===== src/rtl/alu_operand_stage_pkg.sv =====
// alu_operand_stage_pkg: operand-source encodings and the zero-register number
package alu_operand_stage_pkg;
  localparam logic [1:0] SRC1_REG  = 2'b00;
  localparam logic [1:0] SRC1_PC   = 2'b01;
  localparam logic [1:0] SRC1_ZERO = 2'b10;
  localparam logic       SRC2_REG  = 1'b0;
  localparam logic       SRC2_IMM  = 1'b1;
  localparam int unsigned ZERO_REG = 0;
endpackage


===== src/rtl/alu_operand_stage_fwd_select.sv =====
// fwd_select: youngest-first forwarding match for one source operand
module fwd_select
  import alu_operand_stage_pkg::*;
#(
  parameter int WIDTH   = 32,
  parameter int NUM_FWD = 2,
  parameter int RADDR_W = 5
) (
  input  logic [RADDR_W-1:0]         addr,
  input  logic [WIDTH-1:0]           reg_data,
  input  logic [NUM_FWD-1:0]         fwd_valid,
  input  logic [NUM_FWD-1:0]         fwd_pend,
  input  logic [NUM_FWD*RADDR_W-1:0] fwd_addr,
  input  logic [NUM_FWD*WIDTH-1:0]   fwd_data,
  output logic [WIDTH-1:0]           data,
  output logic                       hit,
  output logic                       pend
);
  // Scan oldest to youngest so the lowest-index match is the last to write.
  always_comb begin
    data = reg_data;
    hit  = 1'b0;
    pend = 1'b0;
    for (int p = NUM_FWD - 1; p >= 0; p--)
      if (fwd_valid[p] && fwd_addr[p*RADDR_W +: RADDR_W] == addr && addr != RADDR_W'(ZERO_REG)) begin
        data = fwd_data[p*WIDTH +: WIDTH];
        hit  = 1'b1;
        pend = fwd_pend[p];
      end
  end
endmodule


===== src/rtl/alu_operand_stage.sv =====
// alu_operand_stage: forwarding-resolved operand/store-data select into a valid/ready register
// Optional perf counters (o_Fwd_Count, o_Stall_Count) when ALU_OPSEL_PERF_CNT_EN is defined.
module alu_operand_stage
  import alu_operand_stage_pkg::*;
#(
  parameter int WIDTH   = 32,
  parameter int NUM_FWD = 2,
  parameter int RADDR_W = 5
) (
  input  logic                       i_Clk,
  input  logic                       i_Rst,
  input  logic                       i_Valid,
  output logic                       o_In_Ready,
  input  logic                       i_Flush,
  input  logic [RADDR_W-1:0]         i_Rs1_Addr,
  input  logic [RADDR_W-1:0]         i_Rs2_Addr,
  input  logic [WIDTH-1:0]           i_Rs1,
  input  logic [WIDTH-1:0]           i_Rs2,
  input  logic [WIDTH-1:0]           i_Immediate,
  input  logic [WIDTH-1:0]           i_PC,
  input  logic [1:0]                 i_ALU_src1_Ctrl,
  input  logic                       i_ALU_src2_Ctrl,
  input  logic [NUM_FWD-1:0]         i_Fwd_Valid,
  input  logic [NUM_FWD-1:0]         i_Fwd_Pend,
  input  logic [NUM_FWD*RADDR_W-1:0] i_Fwd_Addr,
  input  logic [NUM_FWD*WIDTH-1:0]   i_Fwd_Data,
  output logic                       o_Valid,
  input  logic                       i_Ready,
  output logic [WIDTH-1:0]           o_Op1,
  output logic [WIDTH-1:0]           o_Op2,
  output logic [WIDTH-1:0]           o_Store_Data
`ifdef ALU_OPSEL_PERF_CNT_EN
  ,
  output logic [31:0]                o_Fwd_Count,
  output logic [31:0]                o_Stall_Count
`endif
);
  logic [WIDTH-1:0] rs1_val, rs2_val, op1_sel;
  logic hit1, hit2, pend1, pend2, use1, hazard, accept;
  fwd_select #(.WIDTH(WIDTH), .NUM_FWD(NUM_FWD), .RADDR_W(RADDR_W)) u_fwd1 (
    .addr(i_Rs1_Addr), .reg_data(i_Rs1), .fwd_valid(i_Fwd_Valid), .fwd_pend(i_Fwd_Pend),
    .fwd_addr(i_Fwd_Addr), .fwd_data(i_Fwd_Data), .data(rs1_val), .hit(hit1), .pend(pend1)
  );
  fwd_select #(.WIDTH(WIDTH), .NUM_FWD(NUM_FWD), .RADDR_W(RADDR_W)) u_fwd2 (
    .addr(i_Rs2_Addr), .reg_data(i_Rs2), .fwd_valid(i_Fwd_Valid), .fwd_pend(i_Fwd_Pend),
    .fwd_addr(i_Fwd_Addr), .fwd_data(i_Fwd_Data), .data(rs2_val), .hit(hit2), .pend(pend2)
  );
  // Operand 2 always matters because store data is taken from the rs2 path.
  assign use1       = i_ALU_src1_Ctrl == SRC1_REG;
  assign hazard     = (use1 && hit1 && pend1) || (hit2 && pend2);
  assign o_In_Ready = (!o_Valid || i_Ready) && !hazard;
  assign accept     = i_Valid && o_In_Ready && !i_Flush;
  always_comb
    op1_sel = use1 ? rs1_val : i_ALU_src1_Ctrl == SRC1_PC ? i_PC : '0;
  always_ff @(posedge i_Clk) begin
    if (i_Rst) begin
      o_Valid      <= 1'b0;
      o_Op1        <= '0;
      o_Op2        <= '0;
      o_Store_Data <= '0;
    end else if (i_Flush) begin
      o_Valid <= 1'b0;
    end else if (accept) begin
      o_Valid      <= 1'b1;
      o_Op1        <= op1_sel;
      o_Op2        <= i_ALU_src2_Ctrl == SRC2_IMM ? i_Immediate : rs2_val;
      o_Store_Data <= rs2_val;
    end else if (i_Ready) begin
      o_Valid <= 1'b0;
    end
  end
`ifdef ALU_OPSEL_PERF_CNT_EN
  always_ff @(posedge i_Clk) begin
    if (i_Rst) begin
      o_Fwd_Count   <= '0;
      o_Stall_Count <= '0;
    end else begin
      if (accept)
        o_Fwd_Count <= o_Fwd_Count + 32'(use1 && hit1) + 32'(hit2);
      if (i_Valid && hazard && !i_Flush)
        o_Stall_Count <= o_Stall_Count + 32'd1;
    end
  end
`endif
endmodule


===== config.mk =====
export PLATFORM = sky130hd
export DESIGN_NAME = alu_operand_stage
export DESIGN_NICKNAME = d
export VERILOG_FILES = /design/src/rtl/alu_operand_stage_pkg.sv /design/src/rtl/alu_operand_stage_fwd_select.sv /design/src/rtl/alu_operand_stage.sv
export SDC_FILE = /design/constraint.sdc
export NUM_CORES = 1
export LEC_CHECK = 0
export BUFFER_PORTS_ARGS = -buffer_cell sky130_fd_sc_hd__buf_4
export CAP_MARGIN = 15
export CELL_PAD_IN_SITES_DETAIL_PLACEMENT = 2
export CELL_PAD_IN_SITES_GLOBAL_PLACEMENT = 2
export CORE_ASPECT_RATIO = 1.1
export CORE_UTILIZATION = 22
export DETAILED_ROUTE_END_ITERATION = 7
export PLACE_DENSITY = 0.73
export SLEW_MARGIN = 20
export SYNTH_ARGS = -nofsm -noshare
export SYNTH_HDL_FRONTEND = slang
export SYNTH_SLANG_ARGS = --single-unit
export TNS_END_PERCENT = 5

===== constraint.sdc =====
create_clock -name i_Clk -period 2.1 [get_ports i_Clk]
set_clock_uncertainty 0.2 [all_clocks]
set_input_delay 0 -clock i_Clk [delete_from_list [all_inputs] [get_ports i_Clk]]
set_output_delay 0 -clock i_Clk [all_outputs]
set_load 0.05 [all_outputs]

==> metrics.md, run 1 <==
| Metric | Value |
|---|---|
| Status | finished, violations left |
| Failing checks | setup timing |
| Clock slew at reported path FFs | 0.08 ns |
| H-tree Lvls | 3 |
| Max cap viols | 0 |
| Predominant post-synthesis flop cell | dfxtp_1 |
| Nets | 1398 |
| Worst VDD drop | 0.2994 mV |
| Fill count | 2855 |
| Drt total wl | 41120 um |
| Final WS setup | -0.02743 ns |
| Remaining global-route overflow | 0 |
| First-pass GRT wire length | 59240 um |
| Num CTS Buffers | 9 |
| Setup TNS | -0.06059 ns |
| CP required | 2.16 ns |
| P_leak | 0.004675 uW |
| WHS Path Cells | 4 |
| Yosys top cell area share | 0.3238 |
| Initial Util | 0.2231 |
| RSZ-0062 raised after global routing | yes |
| I/O Pins | 322 |
| Core box area | 26880 um2 |
| Post-synth EDFFs | 0 |
| Startpoint Class | input pin |
| Reg2Reg Setup Slack | 0.16 ns |
| Gp weighted congestion | 0.8322 |
| Max frequency | 470.1 MHz |
| Worst r2r path cells | 5 |
| Crit path cell chain | buf_8, or4_4, o211ai_4, or2_4, buf_4, a32o_1, nor3_4, buf_12, a211oi_2 |
| Worst-case clock buffer depth | 2 |
| Synth warnings | 0 |
| Worst Hold End | o_Op1[5] |
| Synth cell count leaders | dfxtp_1 (97), a31oi_1 (96), clkbuf_1 (76) |
| Routed vias | 8658 |
| Root buffer selected by CTS | clkbuf_16 |
| Post-detail-place hpwl | 25070 um |
| Most numerous cell in the Yosys netlist | dfxtp_1 |
| Setup WS pre-CTS | -0.4003 ns |
| Clk_lat worst skew | 0.34 ns |
| CTS tree | built |
| Syn_area_per_cell | 8.567 um2 |
| Global-route usage over all layers | 0.2785 |
| DIE WIDTH | 159.4 um |
| Hold Path Origin | i_Rs1[5] |
| Initial DRC Count | 484 |
| Slowest-stage cell, CP | or4_4 |
| Worst-Margin Slew | 0.5364 ns |
| Synth unique cells | 40 |
| Critical R2R Launch | o_Valid |
| CP endpoint kind | flip-flop |
| Drt drc | 0 |
| Cells after Synth | 700 |
| DIE AREA | 27920 um2 |
| DR WL/cell | 26.75 um |
| Worst Path Arrival | 2.18 ns |
| CP Max Fanout | 54 |
| Area leader, netlist | dfxtp_1 |
| Die Y | 175.2 um |
| PD cells | 536.2 nW/um2 |
| Worst r2r dst | o_Op1[24] |
| Via/cell ratio | 5.633 |
| Clock sinks | 97 |
| Number of port buffers | 321 |
| Initial antenna violation count | 1 |
| Synth-to-Final Area Change | 89.96% |
| Normalized max-slew margin | 0.6405 |
| Tcrit/Tclk final | 1.013 |
| Sequential share of the synthesized area | 0.3238 |
| Max incr delay on CP | 0.57 ns |
| Final Hold Violating Endpoints | 0 |
| Max Slew Vio Count | 0 |
| Synth Register Bits | 97 |
| Share of layout cells above drive strength 1 | 0.4457 |
| Top post-synthesis cells by area | dfxtp_1 (32%), a31oi_1 (10%), a211oi_1 (8.1%), mux2_2 (6.0%), a222oi_1 (5.3%) |
| Routed Antenna Nets | 0 |
| Dpl cells | 1371 |
| Hold WC Path Type | input pin to flip-flop |
| Type of the worst setup path | input pin to flip-flop |
| Setup Viol. Count Final | 4 |
| Finished Layout Cells | 1537 |
| Syn Nets | 924 |
| Clock period minus worst slack | 2.127 ns |
| Rows | 63 |
| Pin count of the biggest net entering global routing | 63 |
| Ys async rst share | 0 |
| Vias in the first global route | 9581 |
| Netlist Area Pre-Place | 5997 um2 |
| DRT Pass-1 Iters | 6 |
-- cell usage in the layout, fill, tap and decap left out, drive strengths merged, types with 11 or more instances in the layout --
cell	n
a211oi	65
mux2	32
a21oi	32
mux2i	32
o31ai	32
dlygate4sd3	123
xnor2	20
a31oi	96
nand3	33
dfxtp	97
buf	437
a222oi	32
nor3	35
clkbuf	11
nand4	37
o21ai	33
-- flip-flops by register name, summed over array words and instances, names as in the netlist --
name          cells
o_Op1            32
o_Op2            32
o_Store_Data     32
o_Valid           1
-- report_power, final --
| group | internal, uW | switching [uW] | total [uW] |
|---|---|---|---|
| Sequential | 1960 | 82.7 | 2040 |
| Combinational | 1010 | 1280 | 2290 |
| Clock | 937 | 834 | 1770 |
-- cells by family after synthesis --
family          share of synthesized area
compound gates                     0.3443
xor+xnor                          0.02921
mux                                0.1135
flops                              0.3238
buf+inv                           0.07302
simple gates                       0.1162
-- through the flow --
stage | area (um2) | hold slack, ns | total power [uW] | util
2_1_floorplan | 6035 | -0.1215 | 3078 | -
3_3_place_gp | 9348 | -0.01192 | 4001 | 0.3478
3_5_place_dp | 9348 | -0.003765 | 4040 | 0.3478
4_1_cts | 10970 | 0.002196 | 6017 | 0.4080
5_1_grt | 11390 | 0.02222 | 6299 | 0.4237
6_report | 11390 | 0.004369 | 6108 | 0.4238
-- how the worst max path moves through the flow --
stage                             start        to  slack, ns  cells past startpoint
after floorplan           i_Rs2_Addr[2]  o_Op1[0]      -0.09                      8
after global placement    i_Rs1_Addr[1]  o_Op1[0]      -0.40                     10
after detailed placement  i_Rs1_Addr[1]  o_Op1[0]      -0.40                     10
after CTS                 i_Rs1_Addr[1]  o_Op2[4]      -0.04                     12
after global routing      i_Rs1_Addr[3]  o_Op1[0]      -0.07                     10
final                     i_Rs2_Addr[4]  o_Op1[3]      -0.03                      9
-- layout make-up --
cell class	count	area, um2	share of cell area
timing repair buffer	563	4877	0.4281
tap	357	446.7	0.03921
clock buffer	9	225.2	0.01977
antenna	2	5.005	0.0004393
multi-input combinational	503	3824	0.3356
sequential	97	1942	0.1705
clock inverter	6	72.57	0.006370
-- timing repair --
| item | in CTS | in global routing |
|---|---|---|
| setup buffers | 3 | 20 |
| hold buffers | 123 | 0 |
| pin swaps | 5 | 21 |
| cloned | 1 | 2 |
| endpoints found under the setup margin | 4 | 85 |
| gates resized for setup | 9 | 43 |
| hold endpoints to repair | 72 | 0 |
-- worst max-delay path: cells and delay by family --
family	cells	cell delay (ns)
compound gates	3	0.88
simple gates	3	0.83
buf+inv	3	0.44
-- routing by layer --
metal / global-route usage / wire [um] / vias up
met5: 0 / 0 / -
met4: 0.1490 / 2151 / 0
met3: 0.04391 / 2147 / 130
met2: 0.4806 / 20260 / 417
met1: 0.3315 / 16560 / 4310
li1: - / - / 3801
Power figures use the tool's default switching activity.
==> run 2: changes to the inputs <==
ABC_AREA = 1   (was default)
CORE_UTILIZATION = 20   (was 22)
PLACE_DENSITY = 0.74   (was 0.73)
==> metrics.md, run 2 <==
| Metric | Value |
|---|---|
| Rows | 70 (+11%) |
| Share of layout cells above drive strength 1 | 0.2330 (-0.2126) |
| CP most frequent cell | nor2_1 |
| Min Hold Slack | -0.03013 ns (-0.03450 ns) |
| Routed Antenna Nets | 0 (unchanged) |
| Most numerous cell in the Yosys netlist | nand2_1 |
| CP delay by family, top | buffers and inverters |
| Worst VDD drop | 0.3056 mV (+2.1%) |
| CP required | 2.16 ns (about the same) |
| Status | finished, violations left |
| Global-route usage over all layers | 0.2517 (-0.02680) |
| Most frequent cells in the layout | nand2_1 (401), buf_4 (340), nor2_1 (243) |
| Net Sw Power | 2387 uW (+8.5%) |
| Nets | 1914 (+37%) |
| Num CTS Buffers | 9 (unchanged) |
| Synth warnings | 0 (unchanged) |
| Synth unique cells | 25 (-38%) |
| CTS tree | built |
| Design area | 11830 um2 (+3.9%) |
| Synth Register Bits | 97 (unchanged) |
| Logic pwr share | 0.384 (+0.009) |
| Die Y | 194.5 um (+11%) |
| CP endpoint kind | flip-flop |
| DRT Pass-1 Iters | 5 (-1) |
| Hold WC Path Type | input pin to flip-flop |
| Area occupied by multi-input gates | 3880 um2 (+1.5%) |
| Final Hold Violating Endpoints | 2 (+2) |
| Pin count of the biggest net entering global routing | 97 (+54%) |
| DIE WIDTH | 177.0 um (+11%) |
| RSZ-0062 raised after global routing | yes |
| Worst-case clock buffer depth | 2 (unchanged) |
| Switch share | 0.3749 (+0.01476) |
| H-tree Lvls | 3 (unchanged) |
| Initial DRC Count | 320 (-34%) |
| Normalized max-slew margin | 0.6503 (+0.009855) |
| Max cap viols | 0 (unchanged) |
| CP Max Fanout | 16 (-70%) |
| Core box area | 33190 um2 (+23%) |
| Vias in the first global route | 10990 (+15%) |
| Slowest-stage cell, CP | dlygate4sd3_1 |
| Dpl cells | 1940 (+42%) |
| Type of the worst setup path | input pin to flip-flop |
| Synth cell count leaders | nand2_1 (402), nor2_1 (244), inv_1 (147) |
| Max Slew Vio Count | 0 (unchanged) |
| P_leak | 0.006252 uW (+34%) |
| Seq. cell area | 1942 um2 (unchanged) |
| Synth-to-Final Area Change | 75.70% |
| Syn_area_per_cell | 5.521 um2 (-36%) |
| Sequential share of the synthesized area | 0.2883 (-0.03549) |
| Remaining global-route overflow | 0 (unchanged) |
| Most common cell after layout, fill and taps aside | nand2_1 |
| Post-synth EDFFs | 0 (unchanged) |
| Finished Layout Cells | 2128 (+38%) |
| Sequential power share | 0.325 (-0.009) |
| Buf/Inv on CP | 4 (+1) |
| Worst-Margin Slew | 0.5245 ns (-0.01186 ns) |
| DIE AREA | 34410 um2 (+23%) |
| Initial antenna violation count | 2 (+1) |
| Crit path cell chain | buf_4, inv_2, nand3_1, nor2_1, nor2_1, nand3_2, buf_4, nand3_1, nand3_1, nand2_1, dlygate4sd3_1, nor2_1, nor2_1 |
| Failing checks | hold timing |
| Via/cell ratio | 4.528 (-20%) |
| Post-detail-place hpwl | 30480 um (+22%) |
| Max frequency | 490.5 MHz (+4.3%) |
| Final Power | 6368 uW (+4.2%) |
| Root buffer selected by CTS | clkbuf_16 |
| Fill count | 4009 (+40%) |
| First-pass GRT wire length | 65030 um (+9.8%) |
| Netlist Area Pre-Place | 6735 um2 (+12%) |
| Util after Layout | 0.3565 (-0.06732) |
| Drt drc | 0 (unchanged) |
| Max incr delay on CP | 0.59 ns (+0.02 ns) |
| Clk_lat worst skew | 0.35 ns (about the same) |
| Clock slew at reported path FFs | 0.08 ns (about the same) |
| Area leader, netlist | dfxtp_1 |
| Drt total wl | 43410 um (+5.6%) |
| Clock sinks | 97 (unchanged) |
| I/O Pins | 322 (unchanged) |
| P_int | 3980 uW (+1.8%) |
| Routed vias | 9635 (+11%) |
| PD cells | 538.1 nW/um2 (+0.36%) |
| Clock period minus worst slack | 2.039 ns (-0.08851 ns) |
| Syn Nets | 1444 (+56%) |
| Startpoint Class | input pin |
| Number of port buffers | 321 (unchanged) |
| Post-place instance area | 9743 um2 (+4.2%) |
| Worst Path Arrival | 2.09 ns (-0.09 ns) |
| Yosys top cell area share | 0.2883 (-0.03549) |
| Top post-synthesis cells by area | dfxtp_1 (29%), nand2_1 (22%), nor2_1 (14%), inv_1 (8.2%), nand3_1 (7.4%) |
| Ys async rst share | 0 (unchanged) |
| Regs by FF count | o_Op1: 32 flops, o_Op2: 32 flops, o_Store_Data: 32 flops |
| DR WL/cell | 20.40 um (-24%) |
| Setup Viol. Count Final | 0 (-4) |
| Gp weighted congestion | 0.8837 (+6.2%) |
| Tcrit/Tclk final | 0.9709 (-0.04215) |
| Initial Util | 0.2029 (-0.02020) |
| Predominant post-synthesis flop cell | dfxtp_1 |
| Clock group share of total power | 0.292 (+0.002) |
| Cells after Synth | 1220 (+74%) |
[run 2: cell types whose count changed after synthesis, moves of 33 or more]
cell      previous run  this run
inv_1                0       147
o21ai_0             32        65
clkbuf_1            76        33
a31oi_1             96         0
nand2_1              2       402
nand3_1             33       100
nor3_1              34         1
nand4_1             36         1
and2_1               0        34
a211oi_1            65         0
nor2_1               4       244
[run 2: cell type report]
class / instances / share of cell area
clock inverter: 6 / 0.006238
sequential: 97 / 0.1641
inverter: 157 / 0.04991
antenna: 1 / 0.0002115
tap: 432 / 0.04568
multi-input combinational: 897 / 0.3279
clock buffer: 10 / 0.02019
timing repair buffer: 528 / 0.3858
[run 2: routing by layer]
metal,vias up,share of wire,track usage
met3,56,0.062,0.06025
met2,297,0.53,0.4874
met1,4672,0.38,0.2606
met4,2,0.026,0.07631
li1,4608,-,-
met5,-,0.00039,0
[run 2: worst paths after layout]
path	start	end	slack, ns	cells past startpoint
setup / recovery	i_Rs2_Addr[2]	o_Op2[21]	0.06	13
hold / removal	i_PC[3]	o_Op1[3]	-0.03	6
setup reg to reg	o_Valid	o_Op2[4]	0.29	8
hold reg to reg	o_Op1[21]	o_Op1[21]	0.32	4
[run 2: cell families (layout without fill, tap and decap cells)]
| group | after synthesis | after routing | synth area share |
|---|---|---|---|
| other | 0 | 1 | 0 |
| AOI/OAI and AO/OA | 107 | 107 | 0.09214 |
| DFF | 97 | 97 | 0.2883 |
| and+or+nand+nor | 788 | 788 | 0.4756 |
| xor gates and xnor gates | 2 | 2 | 0.002601 |
| buffers and inverters | 226 | 701 | 0.1414 |
[run 2: power by group through the flow]
stage / Combinational (uW) / Clock (uW) / Sequential [uW]
2_1_floorplan: 701 / 0 / 2560
3_3_place_gp: 2050 / 0 / 2110
3_5_place_dp: 2090 / 0 / 2110
4_1_cts: 2400 / 1920 / 2070
5_1_grt: 2630 / 1990 / 2080
6_report: 2440 / 1860 / 2070
[run 2: worst min-delay path, stage by stage]
cell      delay, ns
buf_4          0.08
nand3_1        0.06
o21ai_0        0.11
o21bai_1       0.13
nor2_1         0.05
nor2_1         0.08
[run 2: per-stage QoR]
stage	setup TNS, ns	setup slack [ns]
floorplan	0	0.4316
global placement	0	0.01484
detailed placement	-0.06600	-0.03242
CTS	0	0.02548
global route	-0.1344	-0.04087
finish	0	0.06108
[run 2: repair_timing]
action	CTS	global route
setup buffers	0	1
gates resized for setup	0	19
endpoints found under the hold margin	90	0
hold buffers	170	0
endpoints found under the setup margin	0	49
==> run 3: changes to the inputs <==
CTS_BUF_LIST = sky130_fd_sc_hd__clkbuf_4   (was default)
==> metrics.md, run 3 (synthesis gave the netlist of run 2 again) <==
| Metric | Value |
|---|---|
| Status | finished clean |
| Startpoint Class | input pin |
| CTS tree | built |
| Via/cell ratio | 4.593 (+1.4%) |
| Clock slew at reported path FFs | 0.19 ns (+0.11 ns) |
| CP delay by family, top | buffers and inverters |
| CP required | 2.35 ns (+0.19 ns) |
| Gp weighted congestion | 0.8837 (unchanged) |
| Hold WC Path Type | input pin to flip-flop |
| PD cells | 474.6 nW/um2 (-12%) |
| Worst-case clock buffer depth | 2 (unchanged) |
| DIE WIDTH | 177.0 um (unchanged) |
| Clk_lat worst skew | 0.51 ns (+0.16 ns) |
| Max cap viols | 0 (unchanged) |
| Final Hold Violating Endpoints | 0 (-2) |
| Type of the worst setup path | input pin to flip-flop |
| Remaining global-route overflow | 0 (unchanged) |
| Regs by FF count | o_Op1: 32 flops, o_Op2: 32 flops, o_Store_Data: 32 flops |
| Max frequency | 483.4 MHz (-1.4%) |
| Normalized max-slew margin | 0.6520 (+0.001641) |
| CP most frequent cell | dlygate4sd3_1 |
| Routed vias | 10160 (+5.5%) |
| Global-route usage over all layers | 0.2768 (+0.02505) |
| Worst Path Arrival | 2.32 ns (+0.23 ns) |
| CP Max Fanout | 1 (-15) |
| Initial Util | 0.2029 (unchanged) |
| Final Power | 5908 uW (-7.2%) |
| Core box area | 33190 um2 (unchanged) |
| Final WS setup | 0.03116 ns (-0.02992 ns) |
| Synth-to-Final Area Change | 84.80% |
| Min Hold Slack | 0.1262 ns (+0.1564 ns) |
| Dpl cells | 1940 (unchanged) |
| First-pass GRT wire length | 70720 um (+8.8%) |
| Worst VDD drop | 0.2267 mV (-26%) |
| Setup WS pre-CTS | -0.03242 ns (unchanged) |
| Util after Layout | 0.3750 (+0.01847) |
| Most common cell after layout, fill and taps aside | nand2_1 |
| Drt drc | 0 (unchanged) |
| Max Slew Vio Count | 0 (unchanged) |
| Fill count | 3991 (-0.45%) |
| Rows | 70 (unchanged) |
| Max incr delay on CP | 0.64 ns (+0.05 ns) |
| Vias in the first global route | 11740 (+6.9%) |
| Share of layout cells above drive strength 1 | 0.2200 (-0.01300) |
| Clock sinks | 97 (unchanged) |
| H-tree Lvls | 3 (unchanged) |
| P_leak | 0.006477 uW (+3.6%) |
| DRT Pass-1 Iters | 4 (-1) |
| RSZ-0062 raised after global routing | yes |
| Most frequent cells in the layout | nand2_1 (402), buf_4 (344), dlygate4sd3_1 (253) |
| Crit path cell chain | dlygate4sd3_1, buf_4, nand2_1, dlygate4sd3_1, nand2_1, dlygate4sd3_1, nor2_1, nor2_1 |
| Drt total wl | 48140 um (+11%) |
| Number of port buffers | 321 (unchanged) |
| Clock period minus worst slack | 2.069 ns (+0.02992 ns) |
| Finished Layout Cells | 2213 (+4.0%) |
| Nets | 1996 (+4.3%) |
| Setup Viol. Count Final | 0 (unchanged) |
| DR WL/cell | 21.75 um (+6.6%) |
| Initial DRC Count | 387 (+21%) |
| Routed Antenna Nets | 0 (unchanged) |
| Worst-Margin Slew | 0.5221 ns (-0.002461 ns) |
| Pin count of the biggest net entering global routing | 97 (unchanged) |
| CP endpoint kind | flip-flop |
| Slowest-stage cell, CP | dlygate4sd3_1 |
| I/O Pins | 322 (unchanged) |
| Num CTS Buffers | 9 (unchanged) |
| Buf/Inv on CP | 4 (unchanged) |
| DIE AREA | 34410 um2 (unchanged) |
| Initial antenna violation count | 5 (+3) |
| Tcrit/Tclk final | 0.9852 (+0.01425) |
| Root buffer selected by CTS | clkbuf_4 |
| Die Y | 194.5 um (unchanged) |
| Post-detail-place hpwl | 30480 um (unchanged) |
## run 3: worst register-to-register path, delay by kind of cell (launching register included)
| family | cells | cell delay [ns] |
|---|---|---|
| and+or+nand+nor | 5 | 0.79 |
| buffers and inverters | 2 | 0.35 |
| AOI/OAI and AO/OA | 1 | 0.14 |
| DFF | 1 | 0.37 |
## run 3: repair_timing
item,in CTS,in global routing
hold buffers,253,0
gates resized for setup,0,9
buffers inserted,0,0
setup endpoints to repair,0,12
hold endpoints to repair,97,0
## run 3: area by class of cell
class | count | area, um2 | share of cell area
multi-input combinational | 897 | 3870 | 0.3109
clock buffer | 9 | 67.56 | 0.005428
inverter | 157 | 590.6 | 0.04745
sequential | 97 | 1942 | 0.1560
clock inverter | 7 | 77.57 | 0.006232
tap | 432 | 540.5 | 0.04343
timing repair buffer | 610 | 5349 | 0.4297
antenna | 4 | 10.01 | 0.0008042
## run 3: final timing paths
kind / start / end / slack (ns) / cells after the start
setup / recovery: i_Immediate[12] / o_Op2[12] / 0.03 / 8
hold / removal: i_Ready / o_Valid / 0.13 / 5
setup reg to reg: o_Valid / o_Op2[27] / 0.20 / 8
hold reg to reg: o_Op1[21] / o_Op1[21] / 0.33 / 4
## run 3: per-stage QoR
step | setup TNS, ns | instance area [um2]
global placement | 0 | 9743
floorplan | 0 | 6735
CTS | 0 | 12420
global route | 0 | 12450
detailed placement | -0.06600 | 9743
finish | 0 | 12450
## run 3: report_power, final
part / internal (uW) / switching [uW] / total [uW]
Sequential: 1980 / 97.0 / 2080
Combinational: 1140 / 1500 / 2640
Clock: 377 / 811 / 1190
Total: 3500 / 2410 / 5910
## run 3: layer usage
metal | vias to the layer above | share of wire | global-route usage
met5 | - | 0.00071 | 0
met3 | 102 | 0.054 | 0.06162
li1 | 4773 | - | -
met1 | 4910 | 0.37 | 0.2790
met4 | 4 | 0.049 | 0.1443
met2 | 375 | 0.52 | 0.5211
